$ cat src/rtl/stage_decode.sv
// stage_decode: N-wide RV32IM decode stage; each slot decoded independently and registered once.
package stage_decode_pkg;
  typedef enum logic [1:0] {OPA_RS1, OPA_NPC, OPA_PC, OPA_ZERO} opa_select_e;
  typedef enum logic [2:0] {OPB_RS2, OPB_I_IMM, OPB_S_IMM, OPB_B_IMM, OPB_U_IMM, OPB_J_IMM} opb_select_e;
  typedef enum logic [2:0] {FU_ALU, FU_MULT, FU_LOAD, FU_STORE, FU_BRANCH} fu_type_e;
  typedef enum logic [1:0] {MEM_BYTE, MEM_HALF, MEM_WORD} mem_size_e;
  typedef enum logic [4:0] {
    ALU_ADD, ALU_SUB, ALU_SLL, ALU_SLT, ALU_SLTU, ALU_XOR, ALU_SRL, ALU_SRA, ALU_OR, ALU_AND,
    ALU_MUL = 5'd16, ALU_MULH, ALU_MULHSU, ALU_MULHU, ALU_DIV, ALU_DIVU, ALU_REM, ALU_REMU
  } alu_func_e;
  typedef struct packed {
    logic [31:0] inst;
    logic [31:0] PC;
    logic [31:0] NPC;
    logic        valid;
    logic        predict_taken;
    logic [31:0] predict_target;
  } IF_ID_PACKET;
  typedef struct packed {
    logic [31:0] inst;
    logic [31:0] PC;
    logic [31:0] NPC;
    logic        predict_taken;
    logic [31:0] predict_target;
    logic        valid;
    logic [4:0]  dest_reg_idx;
    logic [4:0]  src1_reg_idx;
    logic [4:0]  src2_reg_idx;
    logic        has_dest;
    opa_select_e opa_select;
    opb_select_e opb_select;
    alu_func_e   alu_func;
    fu_type_e    fu_type;
    mem_size_e   mem_size;
    logic        mem_unsigned;
    logic        cond_branch;
    logic        uncond_branch;
    logic        csr_op;
    logic        halt;
    logic        illegal;
  } ID_OOO_PACKET;
endpackage

module stage_decode
  import stage_decode_pkg::*;
#(
  parameter int N = 2
) (
  input  logic                   clock,
  input  logic                   reset,
  input  IF_ID_PACKET  [N-1:0]   if_id_packet,
  output ID_OOO_PACKET [N-1:0]   id_ooo_packet
);
  // alt selects SUB/SRA; it only matters for funct3 0 and 5
  function automatic alu_func_e alu_of(input logic [2:0] f3, input logic alt);
    return f3 == 3'd0 ? (alt ? ALU_SUB : ALU_ADD) :
           f3 == 3'd1 ? ALU_SLL :
           f3 == 3'd2 ? ALU_SLT :
           f3 == 3'd3 ? ALU_SLTU :
           f3 == 3'd4 ? ALU_XOR :
           f3 == 3'd5 ? (alt ? ALU_SRA : ALU_SRL) :
           f3 == 3'd6 ? ALU_OR : ALU_AND;
  endfunction

  function automatic ID_OOO_PACKET decode(input IF_ID_PACKET p);
    ID_OOO_PACKET d;
    logic [6:0] f7;
    logic [2:0] f3;
    logic wr, r1, r2, ok;
    d = '0;
    f7 = p.inst[31:25];
    f3 = p.inst[14:12];
    wr = 1'b0;
    r1 = 1'b0;
    r2 = 1'b0;
    ok = 1'b1;
    case (p.inst[6:0])
      7'b0110011: begin
        {wr, r1, r2} = 3'b111;
        ok = f7 == 7'h00 || f7 == 7'h01 || (f7 == 7'h20 && (f3 == 3'd0 || f3 == 3'd5));
        d.fu_type = f7 == 7'h01 ? FU_MULT : FU_ALU;
        d.alu_func = f7 == 7'h01 ? alu_func_e'({2'b10, f3}) : alu_of(f3, f7[5]);
      end
      7'b0010011: begin
        {wr, r1} = 2'b11;
        ok = f3 == 3'd1 ? f7 == 7'h00 : (f3 != 3'd5 || f7 == 7'h00 || f7 == 7'h20);
        d.opb_select = OPB_I_IMM;
        d.alu_func = alu_of(f3, f3 == 3'd5 && f7[5]);
      end
      7'b0000011: begin
        {wr, r1} = 2'b11;
        ok = f3 != 3'd3 && f3 != 3'd6 && f3 != 3'd7;
        d.fu_type = FU_LOAD;
        d.opb_select = OPB_I_IMM;
        d.mem_size = mem_size_e'(f3[1:0]);
        d.mem_unsigned = f3[2];
      end
      7'b0100011: begin
        {r1, r2} = 2'b11;
        ok = f3 < 3'd3;
        d.fu_type = FU_STORE;
        d.opb_select = OPB_S_IMM;
        d.mem_size = mem_size_e'(f3[1:0]);
      end
      7'b1100011: begin
        {r1, r2} = 2'b11;
        ok = f3 != 3'd2 && f3 != 3'd3;
        d.fu_type = FU_BRANCH;
        d.cond_branch = 1'b1;
        d.opa_select = OPA_PC;
        d.opb_select = OPB_B_IMM;
      end
      7'b1101111: begin
        wr = 1'b1;
        d.fu_type = FU_BRANCH;
        d.uncond_branch = 1'b1;
        d.opa_select = OPA_PC;
        d.opb_select = OPB_J_IMM;
      end
      7'b1100111: begin
        {wr, r1} = 2'b11;
        ok = f3 == 3'd0;
        d.fu_type = FU_BRANCH;
        d.uncond_branch = 1'b1;
        d.opb_select = OPB_I_IMM;
      end
      7'b0110111: begin
        wr = 1'b1;
        d.opa_select = OPA_ZERO;
        d.opb_select = OPB_U_IMM;
      end
      7'b0010111: begin
        wr = 1'b1;
        d.opa_select = OPA_PC;
        d.opb_select = OPB_U_IMM;
      end
      7'b1110011: begin
        d.halt = p.inst == 32'h10500073;
        d.csr_op = f3 == 3'd1 || f3 == 3'd2 || f3 == 3'd3;
        {wr, r1} = {2{d.csr_op}};
        ok = d.halt || d.csr_op;
      end
      default: ok = 1'b0;
    endcase
    // an illegal slot keeps only its pass-through fields and the illegal flag
    if (ok) begin
      d.dest_reg_idx = wr ? p.inst[11:7] : 5'd0;
      d.src1_reg_idx = r1 ? p.inst[19:15] : 5'd0;
      d.src2_reg_idx = r2 ? p.inst[24:20] : 5'd0;
      d.has_dest = wr && p.inst[11:7] != 5'd0;
      d.valid = 1'b1;
    end else begin
      d = '0;
      d.illegal = 1'b1;
    end
    d.inst = p.inst;
    d.PC = p.PC;
    d.NPC = p.NPC;
    d.predict_taken = p.predict_taken;
    d.predict_target = p.predict_target;
    return p.valid ? d : '0;
  endfunction

  ID_OOO_PACKET [N-1:0] dec;

  always_comb
    for (int i = 0; i < N; i++) dec[i] = decode(if_id_packet[i]);

  always_ff @(posedge clock or negedge reset)
    if (!reset) id_ooo_packet <= '0;
    else id_ooo_packet <= dec;
endmodule

$ cat config.mk
export PLATFORM = sky130hd
export DESIGN_NAME = stage_decode
export DESIGN_NICKNAME = d
export VERILOG_FILES = /design/src/rtl/stage_decode.sv
export SDC_FILE = /design/constraint.sdc
export NUM_CORES = 1
export LEC_CHECK = 0
export CORE_AREA = 5 5 225 227
export CTS_BUF_LIST = sky130_fd_sc_hd__clkbuf_2
export DETAILED_ROUTE_END_ITERATION = 7
export DIE_AREA = 0 0 230 232
export GPL_TIMING_DRIVEN = 1
export PLACE_DENSITY = 0.61
export SYNTH_ARGS = -nofsm -noshare
export SYNTH_HDL_FRONTEND = slang
export SYNTH_SLANG_ARGS = --single-unit
$ cat constraint.sdc
create_clock -name clock -period 0.8 [get_ports clock]
set_input_delay 0.16 -clock clock [delete_from_list [all_inputs] [get_ports clock]]
set_output_delay 0.16 -clock clock [all_outputs]
set_load 0.02 [all_outputs]
==> results.md <==
* Power Density at ~1500 nW/um2
* Startpoint Class: input pin
* WP buf/inv at 5
* Total number of vias at 11500
* Vias in the first global route at roughly 13000
* Mapped Area at between 10000 and 15000 um2
* Total track usage at between 10% and 20%
* Critical Path RT at between 1.5 and 2 ns
* VDD IR-drop max at approximately 1.1 mV
* Final wirelength at 52200 um
* NumNets Final at 2283
* Die width at 230 um
* Max Fclk at 527 MHz
* Worst Tran Pin Value at approximately 0.52 ns
* Num rows at between 80 and 90
* Cell count after synthesis at just under 900
* Max reg flops at approximately 330
* Initial core utilization at around a quarter
* Max-Cap Viols at 0
* Seq/Total Area, Yosys at a little over 70%
* Dpl hpwl at about 34000 um
* Failing checks: hold timing, setup timing
* Top Registers: id_ooo_packet x334
* Ys async rst share at 100%
* Wire per inst at between 15 and 20 um
* Yosys warning count at 0
* Origin of the worst min-delay path: if_id_packet[100]
* Clock Sinks at 334
* CTS tree: done
* Reg with most FFs: id_ooo_packet
* Slew HR at around two thirds
* Cells along the critical path: dlygate4sd2_1 -> buf_4 -> dlygate4sd3_1 -> nor2b_1 -> o41ai_2 -> a41oi_2 -> o211a_4 -> buf_12 -> clkbuf_16 -> nor3b_2
* Residual DRC count at 0
* Synth area leaders: dfrtp_1 (72%), and2_1 (14%), nor3b_1 (1.3%)
* Leakage at roughly 0.012 uW
* Post-route ant nets at 0
* Synth Flop Type: dfrtp_1
* Post-route setup TNS at -358.23 ns
* Cell taking the most area after synthesis: dfrtp_1
* Slew Viols, Final at 0
* Root Buffer: clkbuf_2
* Yosys reg bits at about 330
* Final worst slack at -1.10 ns
* Status: complete, but fails checks
* Netlist cell types at 57
* CP Capture Type: flop
* Tcrit/Tclk final at 237%
* Global placer's final weighted congestion at between 0.8 and 0.9
* Commonest non-fill, non-tap cell in the layout: buf_6
* H-tree lvl count at 3
* Total gr overflow at 0
* Worst Hold Class: in2reg
* Ports at between 500 and 600
* Crit path time final at roughly 1.9 ns
* DR iter-0 viols at 501
* Fin. Hold Viols at 45
* Post-synth top area share at between 70% and 80%
* Die height at approximately 230 um
* Final Util at about half
* Clk pin slew, worst setup/hold paths at 0.10 ns
* Critical path's largest stage delay at about 0.64 ns
* Launch point of the worst path: if_id_packet[110]
* CP max stage cell: dlygate4sd3_1
* TritonCTS buffer count at 89
* Vias/cell at between 4 and 5
* Die area at 53400 um2
* Min Hold Slack at -0.346 ns
* Initial antenna violation count at 2
* First-pass GRT wire length at 75900 um
* Arrival time worst endpoint at roughly 2.8 ns
* CP delay by family, top: buffers and inverters
* Commonest cells after routing, fill and taps aside: buf_6 (351), dfrtp_1 (334), dlygate4sd3_1 (285), and2_1 (259), clkdlybuf4s50_1 (200)
* CORE AREA at 48400 um2
* Max Root-Sink Buffers at 3
* Worst Hold Depth at 4
* Pin count of the biggest net entering global routing at 51
* Hold worst-path end: id_ooo_packet[17]$_DFF_PN0_
* PortBufs at between 500 and 600
* EDFF count, synth at 0
* Detailed-router iteration count before antenna repair at 5
* Synthesis-to-layout area growth at 114%
* Critical path class: in2reg
* RSZ-0062 raised after global routing: true
* # setup viols final at about 460
* Post-synthesis area per instance at ~13 um2
* Crit Path Max Fanout at 8
* Layout cell share with drive strength beyond 1 at about two fifths
* Syn nets at 1142
Yosys cell counts (all sizes together), types with 2 or more instances:
| master | n |
|---|---|
| and2 | 264 |
| nand3b | 3 |
| dfrtp | 334 |
| and3b | 2 |
| a31oi | 3 |
| nor2 | 28 |
| o21a | 2 |
| and4 | 2 |
| a21oi | 14 |
| clkbuf | 35 |
| or4 | 2 |
| o22ai | 2 |
| o41ai | 2 |
| nor2b | 11 |
| xnor2 | 2 |
| nand3 | 8 |
| o21bai | 2 |
| buf | 12 |
| mux2i | 2 |
| inv | 5 |
| nand2b | 7 |
| a41oi | 2 |
| o21ai | 7 |
| nand2 | 28 |
| or3 | 2 |
| nand4 | 5 |
| a21boi | 2 |
| a211oi | 2 |
| and3 | 15 |
| nor3 | 17 |
| nor4 | 14 |
| nor3b | 21 |
| or3b | 2 |
| nor4b | 7 |
what timing repair did:
| item | CTS | global route |
|---|---|---|
| gates cloned | 3 | 1 |
| pin swaps | 29 | 49 |
| buffers inserted | 11 | 14 |
| setup endpoints to repair | 401 | 924 |
| hold endpoints to repair | 668 | 457 |
| resized for setup | 2050 | 197 |
| hold buffers | 291 | 61 |
stage by stage:
step / total power (uW) / cell area (um2) / hold WS (ns) / setup slack [ns] / std cells
2_1_floorplan: 20000 / 12100 / -0.136 / -0.932 / 880
3_3_place_gp: 24000 / 19900 / -0.0355 / -1.98 / 2223
3_5_place_dp: 24100 / 19900 / -0.0369 / -1.95 / 2223
4_1_cts: 37500 / 24300 / -0.381 / -1.18 / 2677
5_1_grt: 39300 / 25000 / -0.440 / -1.12 / 2702
6_report: 37300 / 25000 / -0.346 / -1.10 / 2704
logic make-up after synthesis:
| family | after synthesis | synth area share [%] |
|---|---|---|
| AOI/OAI and AO/OA | 46 | 2.70 |
| xor gates and xnor gates | 2 | 0.150 |
| buffers and inverters | 53 | 2.07 |
| DFF | 334 | 71.6 |
| muxes | 2 | 0.171 |
| and+or+nand+nor | 443 | 23.4 |
cell type report:
type,count,area [um2]
diodes,3,7.51
clock buffers,125,626
clock inverters,24,126
fillers,4047,23500
inverters,6,22.5
multi-input cells,494,3940
flip-flops and latches,334,8360
well taps,622,778
repair buffers,1096,11100
routing by layer:
layer / global-route usage (%) / vias up / part of all wire, %
met4: 9.12 / 0 / 4.4
li1: - / 5193 / -
met1: 19.7 / 5638 / 36
met5: 0 / - / 0
met2: 32.1 / 545 / 52
met3: 6.66 / 144 / 8.2
where the power goes:
group	switching, uW	total, uW	leakage (uW)	internal [uW]
logic	3280	7710	0.00701	4430
registers	359	17900	0.00438	17500
clock network	7220	11700	0.000582	4500
tightest hold or removal path: cells and delay by family:
kind / cells / cell delay, ns
buf+inv: 2 / 0.27
simple gates: 2 / 0.21
worst max path at each step:
stage	end	slack [ns]	cells past startpoint
final	id_ooo_packet[35]$_DFF_PN0_	-1.10	10
after global routing	id_ooo_packet[226]	-1.12	1
after CTS	id_ooo_packet[0]	-1.18	1
after detailed placement	id_ooo_packet[6]$_DFF_PN0_	-1.95	9
after global placement	id_ooo_packet[9]$_DFF_PN0_	-1.98	9
after floorplan	id_ooo_packet[0]$_DFF_PN0_	-0.93	9
Power figures use the tool's default switching activity.
